[config.mk]
export PLATFORM = sky130hd
export DESIGN_NAME = mem_access_unit
export DESIGN_NICKNAME = d
export VERILOG_FILES = /design/src/rtl/mem_access_unit.sv
export SDC_FILE = /design/constraint.sdc
export NUM_CORES = 1
export LEC_CHECK = 0
export ABC_AREA = 1
export CAP_MARGIN = 20
export CORE_UTILIZATION = 48
export CTS_BUF_LIST = sky130_fd_sc_hd__clkbuf_8
export CTS_CLUSTER_SIZE = 25
export DETAILED_ROUTE_END_ITERATION = 12
export PLACE_DENSITY = 0.85
export SLEW_MARGIN = 20
export SYNTH_ARGS = -nofsm -noshare
export SYNTH_HDL_FRONTEND = slang
export SYNTH_SLANG_ARGS = --single-unit
[constraint.sdc]
create_clock -name clk -period 1.7 [get_ports clk]
set_clock_uncertainty 0.05 [all_clocks]
set_input_delay 0.34 -clock clk [delete_from_list [all_inputs] [get_ports clk]]
set_output_delay 0.34 -clock clk [all_outputs]
set_load 0.005 [all_outputs]
[src/rtl/mem_access_unit.sv]
// mem_access_unit: load/store front end for a word-addressed doubleword memory.
// It takes one byte-addressed request at a time, checks alignment, range and funct3.
// Sub-doubleword stores become read-modify-write sequences.
// Load data is extracted and sign/zero-extended.
// The response is registered, so resp_valid rises in the cycle after the RESP state.
module mem_access_unit #(
    parameter int XLEN       = 64,
    parameter int MEM_AWIDTH = 16,
    parameter int ADDRSIZE   = 64
) (
    input  logic                  clk,
    input  logic                  rst_n,
    input  logic                  req_valid,
    output logic                  req_ready,
    input  logic                  req_we,
    input  logic [2:0]            req_funct3,
    input  logic [ADDRSIZE-1:0]   req_addr,
    input  logic [XLEN-1:0]       req_wdata,
    output logic                  resp_valid,
    output logic                  resp_err,
    output logic [XLEN-1:0]       resp_rdata,
    output logic                  mem_wren,
    output logic                  mem_rden,
    output logic [MEM_AWIDTH-1:0] mem_addr,
    output logic [XLEN-1:0]       mem_d,
    input  logic [XLEN-1:0]       mem_q
);
    localparam int NBYTES = XLEN / 8;

    typedef enum logic [1:0] {IDLE, RD, WR, RESP} state_t;

    state_t                state_reg, state_next;
    logic [2:0]            funct3_reg;
    logic [2:0]            off_reg;
    logic                  we_reg;
    logic                  err_reg;
    logic [XLEN-1:0]       wdata_reg;
    logic [XLEN-1:0]       load_reg;
    logic [MEM_AWIDTH-1:0] mem_addr_reg;
    logic [XLEN-1:0]       mem_d_reg;
    logic                  resp_valid_reg;
    logic                  resp_err_reg;
    logic [XLEN-1:0]       resp_rdata_reg;

    logic                  accept;
    logic                  misaligned;
    logic                  illegal;
    logic                  out_of_range;
    logic                  req_err;
    logic                  req_full_store;
    logic [XLEN-1:0]       q_shifted;
    logic [XLEN-1:0]       load_ext;
    logic [NBYTES-1:0]     size_mask;
    logic [NBYTES-1:0]     byte_en;
    logic [XLEN-1:0]       wdata_shifted;
    logic [XLEN-1:0]       merged;

    assign req_ready  = (state_reg == IDLE);
    assign accept     = req_valid && (state_reg == IDLE);
    assign mem_addr   = mem_addr_reg;
    assign mem_d      = mem_d_reg;
    assign resp_valid = resp_valid_reg;
    assign resp_err   = resp_err_reg;
    assign resp_rdata = resp_rdata_reg;

    // Alignment requirement depends only on the access size in funct3[1:0].
    always_comb begin
        misaligned = 1'b0;
        case (req_funct3[1:0])
            2'b01:   misaligned = req_addr[0];
            2'b10:   misaligned = |req_addr[1:0];
            2'b11:   misaligned = |req_addr[2:0];
            default: misaligned = 1'b0;
        endcase
    end

    // 111 is never legal; unsigned variants (1xx) make no sense for stores.
    assign illegal        = (req_funct3 == 3'b111) || (req_we && req_funct3[2]);
    assign out_of_range   = |req_addr[ADDRSIZE-1:MEM_AWIDTH+3];
    assign req_err        = misaligned || illegal || out_of_range;
    // A full doubleword store needs no read, so it goes straight to WR.
    assign req_full_store = req_we && (req_funct3[1:0] == 2'b11);

    // Next-state decode; memory strobes are pure functions of the state.
    always_comb begin
        state_next = state_reg;
        mem_wren   = 1'b0;
        mem_rden   = 1'b0;
        case (state_reg)
            IDLE: begin
                if (accept) begin
                    if (req_err)             state_next = RESP;
                    else if (req_full_store) state_next = WR;
                    else                     state_next = RD;
                end
            end
            RD: begin
                mem_rden   = 1'b1;
                state_next = we_reg ? WR : RESP;
            end
            WR: begin
                mem_wren   = 1'b1;
                state_next = RESP;
            end
            RESP:    state_next = IDLE;
            default: state_next = IDLE;
        endcase
    end

    // State register; reset abandons any in-flight request.
    always_ff @(posedge clk or negedge rst_n) begin
        if (!rst_n) state_reg <= IDLE;
        else        state_reg <= state_next;
    end

    // Bring the addressed lane down to bit 0, then extend per funct3.
    assign q_shifted = mem_q >> {off_reg, 3'b000};

    // Load extension: bit 2 of funct3 selects zero-extension.
    always_comb begin
        load_ext = q_shifted;
        case (funct3_reg)
            3'b000:  load_ext = {{(XLEN-8){q_shifted[7]}},   q_shifted[7:0]};
            3'b001:  load_ext = {{(XLEN-16){q_shifted[15]}}, q_shifted[15:0]};
            3'b010:  load_ext = {{(XLEN-32){q_shifted[31]}}, q_shifted[31:0]};
            3'b100:  load_ext = {{(XLEN-8){1'b0}},  q_shifted[7:0]};
            3'b101:  load_ext = {{(XLEN-16){1'b0}}, q_shifted[15:0]};
            3'b110:  load_ext = {{(XLEN-32){1'b0}}, q_shifted[31:0]};
            default: load_ext = q_shifted;
        endcase
    end

    // Byte mask of the access size before it is moved to the addressed lane.
    always_comb begin
        size_mask = NBYTES'(1);
        case (funct3_reg[1:0])
            2'b00:   size_mask = NBYTES'(8'h01);
            2'b01:   size_mask = NBYTES'(8'h03);
            2'b10:   size_mask = NBYTES'(8'h0F);
            default: size_mask = {NBYTES{1'b1}};
        endcase
    end

    // Alignment has already been checked, so the shifted mask never wraps.
    assign byte_en       = size_mask << off_reg;
    assign wdata_shifted = wdata_reg << {off_reg, 3'b000};

    // Per-lane merge: addressed lanes take store data, the rest keep the read word.
    generate
        for (genvar gi = 0; gi < NBYTES; gi++) begin : g_merge
            assign merged[8*gi +: 8] = byte_en[gi] ? wdata_shifted[8*gi +: 8] : mem_q[8*gi +: 8];
        end
    endgenerate

    // Request latch, memory address/data hold registers and load capture.
    always_ff @(posedge clk or negedge rst_n) begin
        if (!rst_n) begin
            funct3_reg   <= '0;
            off_reg      <= '0;
            we_reg       <= 1'b0;
            err_reg      <= 1'b0;
            wdata_reg    <= '0;
            load_reg     <= '0;
            mem_addr_reg <= '0;
            mem_d_reg    <= '0;
        end else begin
            if (accept) begin
                funct3_reg <= req_funct3;
                off_reg    <= req_addr[2:0];
                we_reg     <= req_we;
                err_reg    <= req_err;
                wdata_reg  <= req_wdata;
                // Rejected requests never touch the memory pins.
                if (!req_err) begin
                    mem_addr_reg <= req_addr[MEM_AWIDTH+2:3];
                    if (req_full_store) mem_d_reg <= req_wdata;
                end
            end
            if (state_reg == RD) begin
                if (we_reg) mem_d_reg <= merged;
                else        load_reg  <= load_ext;
            end
        end
    end

    // Registered response: one-cycle pulse; rdata held until the next response.
    always_ff @(posedge clk or negedge rst_n) begin
        if (!rst_n) begin
            resp_valid_reg <= 1'b0;
            resp_err_reg   <= 1'b0;
            resp_rdata_reg <= '0;
        end else begin
            resp_valid_reg <= (state_reg == RESP);
            resp_err_reg   <= (state_reg == RESP) && err_reg;
            if (state_reg == RESP) resp_rdata_reg <= (err_reg || we_reg) ? '0 : load_reg;
        end
    end

endmodule

After elaboration in Yosys (flattened, before gate mapping)
Cells that the tools add are included.
{ "word_totals": {"regBits": 284, "romBits": 0, "in_bits": 199, "mem_count": 0, "mem_bits_rw": 0, "latchBits": 0} }
{ "classes": {"n_eq_ne": 15, "div_mod_pow": 0, "magnitude_cmp": 0, "mux": 24, "reduce_logical": 16, "shift": 3, "bitwise": 2, "n_addsub": 0, "n_mul": 0} }
{ "ops": {"columns": ["operator", "count"], "rows": [
  ["64-bit 2-to-1 mux", 6],
  ["64-bit one-hot mux with 6 select lines", 1],
  ["8-bit 2-to-1 mux", 8],
  ["64-bit by 6-bit << shifter with 64-bit output", 1],
  ["64-bit by 6-bit >> shifter with 64-bit output", 1],
  ["45-bit OR reduction", 1],
  ["8-bit one-hot mux with 3 select lines", 1],
  ["3-bit equality test, second input constant", 4],
  ["2-bit equality test, second input constant", 5],
  ["2-bit one-hot mux with 4 select lines", 1],
  ["8-bit by 3-bit << shifter with 8-bit output", 1],
  ["2-bit by 1-bit equality test with 1-bit output, second input constant", 3],
  ["2-bit 2-to-1 mux", 3],
  ["1-bit logical AND", 4],
  ["2-bit logical NOT", 2],
  ["1-bit logical OR", 4],
  ["2-bit AND reduction", 2],
  ["3-bit by 1-bit equality test with 1-bit output, second input constant", 1],
  ["3-bit by 2-bit equality test with 1-bit output, second input constant", 1],
  ["3-bit logical NOT", 1],
  ["1-bit 2-to-1 mux", 3],
  ["1-bit one-hot mux with 3 select lines", 1],
  ["3-bit OR reduction", 1],
  ["2-bit by 1-bit != test with 1-bit output, second input constant", 1],
  ["other kinds (2)", 3]
]} }

Depth between registers and ports, before layout
Gate-level depths: netlist (run 1).
{ "depth": {"depth_word": 8, "ltp_mapped": 13} }

Worst setup path after synthesis (run 1)
No wires, ideal clock.
{ "synth_timing": {"path_kind": "register to register", "from": "register state_reg[0]", "to": "register mem_d_reg[49] (netlist: mem_d[49])", "path_stages_with_launch": 11, "setup_ps": 121, "required_ps": 1529, "path_slack_ps": -193, "synth_period_minus_slack_ps": 1893, "arrival_time_ps": 1721, "path_buffers": 2, "path_cell_list": "dfrtp_1 -> inv_1 -> ha_1 -> nand2_1 -> clkbuf_1 -> inv_2 -> nand4_4 -> clkbuf_1 -> nand2_1 -> nand3_1 -> nand2_1"} }
{ "synth_via": {"elab_chain_cells": 5, "elab_cells_between_ends": 6, "classes_between": "eq/ne: 1; mux: 3; reduce/logical: 2"} }
{ "synth_rtl": {"columns": ["element", "line", "source"], "rows": [
  ["from (decl)", "32", "state_t state_reg, state_next;"],
  ["from (signal assigned)", "113", "else state_reg <= state_next;"],
  ["2-bit logical NOT (*)", null, null],
  ["via req_ready", "14", "output logic req_ready,"],
  ["1-bit logical AND (*)", "59", "assign accept = req_valid && (state_reg == IDLE);"],
  ["64-bit 2-to-1 mux (*)", "167", "if (accept) begin"],
  ["64-bit 2-to-1 mux", "180", "if (we_reg) mem_d_reg <= merged;"],
  ["64-bit 2-to-1 mux (*)", "179", "if (state_reg == RD) begin"],
  ["to (signal assigned)", "176", "if (req_full_store) mem_d_reg <= req_wdata;"],
  ["to (signal assigned)", "180", null],
  ["to (decl)", "40", "logic [XLEN-1:0] mem_d_reg;"]
]} }
The timed path passes the listed nets; every way through them passes the cells marked *.
A chain may end at the register's enable or synchronous reset.

Worst setup path after layout (run 1)
{ "layout_timing": {"from": "register off_reg[0]", "to": "register load_reg[52]"} }
{ "layout_via": {"elab_chain_cells": 2} }
{ "layout_rtl": {"columns": ["element", "line", "source"], "rows": [
  ["from (decl)", "34", "logic [2:0] off_reg;"],
  ["from (signal assigned)", "169", "off_reg <= req_addr[2:0];"],
  ["64-bit by 6-bit >> shifter with 64-bit output", "117", "assign q_shifted = mem_q >> {off_reg, 3'b000};"],
  ["64-bit one-hot mux with 6 select lines", "122", "case (funct3_reg)"],
  ["to (signal assigned)", "181", "else load_reg <= load_ext;"],
  ["to (decl)", "38", "logic [XLEN-1:0] load_reg;"]
]} }
No other way between the ends.

==> results of run 1 <==
-- cells by family (layout without fill, tap and decap cells) --
family	after synthesis	in the layout	synth area share
DFF	284	284	0.430
buffers and inverters	390	1104	0.102
adders and majority gates	4	4	0.00303
and+or+nand+nor	1039	1039	0.289
AOI/OAI and AO/OA	532	532	0.176
-- tightest hold or removal path: cells and delay by family --
kind                   cells  cell delay, ns
buffers and inverters      2            0.27
AO/OA/AOI/OAI              1            0.08
AND/OR/NAND/NOR            1            0.06
-- layer usage --
| layer | global-route usage | wire (um) | share of wire |
|---|---|---|---|
| met4 | 0.285 | 7920 | 0.091 |
| met2 | 0.749 | 41000 | 0.47 |
| met5 | 0 | 16 | 0.00018 |
| met1 | 0.501 | 29300 | 0.34 |
| met3 | 0.0880 | 8650 | 0.10 |
-- placed cells by master (no fill, tap or decap), types with 43 or more instances in the layout --
cell type	instances
nand2_1	483
buf_4	322
dfrtp_1	281
inv_1	227
clkdlybuf4s50_1	192
o21ai_0	180
nand3_1	154
nor2_1	152
dlymetal6s2s_1	101
o21ai_1	69
a21oi_1	68
o21ai_2	61
clkbuf_8	61
nor2_2	50
buf_6	47
o211ai_1	46
dlygate4sd2_1	45
nand2_2	44
nor2_4	43
-- worst paths after layout --
path                                              start                  endpoint  slack [ns]  cells after the start
min in group asynchronous                         rst_n  load_reg[43]$_DFFE_PN0P_        0.14                      2
worst max register to register   off_reg[0]$_DFFE_PN0P_  load_reg[52]$_DFFE_PN0P_       -0.50                     10
worst max-delay path             off_reg[0]$_DFFE_PN0P_  load_reg[52]$_DFFE_PN0P_       -0.50                     10
worst min register to register  mem_addr[7]$_DFFE_PN0P_   mem_addr[7]$_DFFE_PN0P_        0.44                      2
max in group asynchronous                         rst_n       mem_d[30]$_DFF_PN0_        0.70                      4
worst min-delay path                        req_addr[1]    off_reg[1]$_DFFE_PN0P_        0.12                      4
-- repair_timing --
action,in CTS,in global routing
endpoints found under the hold margin,182,0
endpoints found under the setup margin,288,271
gates cloned,7,12
hold buffers,1,0
setup buffers,19,38
gates resized for setup,356,335
pin swaps,60,101
-- layout make-up --
class,instances,share of cell area
multi-input combinational,1575,0.341
timing repair buffer,780,0.300
sequential,284,0.266
inverter,237,0.0348
clock buffer,61,0.0314
tap,448,0.0210
clock inverter,26,0.00585
-- stage by stage --
step | power [uW] | util | std cells | cell area [um^2]
final | 51300 | 0.794 | 3411 | 26700
after global routing | 53100 | 0.794 | 3411 | 26700
after CTS | 46100 | 0.745 | 3365 | 25100
after detailed placement | 36000 | 0.680 | 3254 | 22900
after global placement | 35400 | 0.680 | 3254 | 22900
after floorplan | 23500 | - | 2249 | 16600
-- where the power goes --
group / internal [uW] / switching (uW) / total, uW
logic: 14400 / 19200 / 33600
clock network: 3400 / 3090 / 6490
registers: 9190 / 2060 / 11200
total: 27000 / 24300 / 51300
==> flow_metrics.tcl, run 1 <==
set metrics [dict create \
    critPathRequiredTime_ns 2.14 \
    crit_chain "buf_6 > nand2_1 > o21ai_1 > o211ai_2 > nand2_2 > nand2_4 > nand3_4 > clkbuf_16 > nor2_4 > nor2_2" \
    rows 67 \
    die_h_um 187 \
    ff_latch_area_um2 7110 \
    firstDrtPassIters 12 \
    die_width_um 187 \
    finalSetupViolations 144 \
    synth_top_area_share 0.430 \
    clock_path_buffers 3 \
    grt_pass1_vias 19695 \
    via_per_inst 6.05 \
    path_class "flip-flop to flip-flop" \
    root_buffer "clkbuf_8" \
    crit_path_end_kind "flip-flop" \
    drtAntennaViolNets 0 \
    max_freq_mhz 455 \
    path_buf_inv 2 \
    drive_above_1_share 0.298 \
    antenna_found_initial 1 \
    multi_input_area_um2 9120 \
    syn2layout_area_growth_pct 61.9 \
    cap_violations 0 \
    drt_iter0_drc 2449 \
    grt_use_total 0.438 \
    synthesis.area_um2 16500 \
    yosysMostFrequentCell "nand2_1" \
    die_area_um2 35200 \
    grt_pass1_wl_mm 116 \
    path_max_fanout 7 \
    h-tree-depth 2 \
    critical-path-top-delay-family "simple AND/OR/NAND/NOR gates" \
    synthTopCellsByArea "dfrtp_1 (43%), nand2_1 (12%), o21ai_0 (7.9%), inv_1 (5.2%), nand3_1 (5.1%)" \
    cts_tree "done" \
    max_stage_delay_ns 0.56 \
    overflow 0 \
    outcome "finished with violations" \
    nNetsFinal 3128 \
    post-place-ws_ns -0.811 \
    ys_seq_area_frac 0.430 \
    initial_core_util 0.490 \
    setup-tns-final_ns -39.28 \
    dp_hpwl_mm 57.5 \
    worstMarginPinSlew_ns 0.540 \
    ir_drop_mv 0.957 \
    yosys.area.top_type "dfrtp_1" \
    syn_nets 2452 \
    place_congestion 0.983 \
    hp-class "primary input to flip-flop" \
    netlist_top_cells_count "nand2_1 (540), dfrtp_1 (284), o21ai_0 (262)" \
    synthFlopType "dfrtp_1" \
    post-route-min-period_ns 2.20 \
    rsz0062_at_grt "yes" \
    clk_latency_ns 0.62 \
    synth_edf_count 0 \
    cts_buffers 47 \
    violations "negative setup slack" \
    drc_errors 0 \
    synth_cell_types 45 \
    hold_viol 0 \
    ys_warn_count 0 \
    grt_start_max_net_pins 66 \
    p_per_area_nw_per_um2 1920 \
    nFillCells 2038 \
    synthArstFlopShare 1.00 \
    syn_avg_cell_area_um2 7.34 \
    hold_ws_ns 0.117 \
    p_leak_uw 0.0137 \
    cts.sinks 284 \
    wl_mm 86.8 \
    numPortBuffers 347 \
    arrival_ns 2.64 \
    antenna_cells 0 \
    setup_ws_ns -0.499 \
    io_pins 348 \
    path_clk_slew_ns 0.06 \
    synthCells 2249 \
    crit_slowest_cell "dfrtp_4" \
    routedWlPerCell_um 25.4 \
    slew_violations 0 \
    ys_seq_elements 284 \
    vias 20636 \
    period_share 1.29 \
    cp-start-kind "flip-flop" \
    maxSlewHeadroom 0.640 \
    coreArea_um2 33700 \
]
(Power assumes the default switching activity.)
==> run 2: changes to the inputs <==
- HOLD_SLACK_MARGIN: not set -> 0.05
==> results of run 2 <==
Final layout, timing and power as in run 1 (identical DEF).
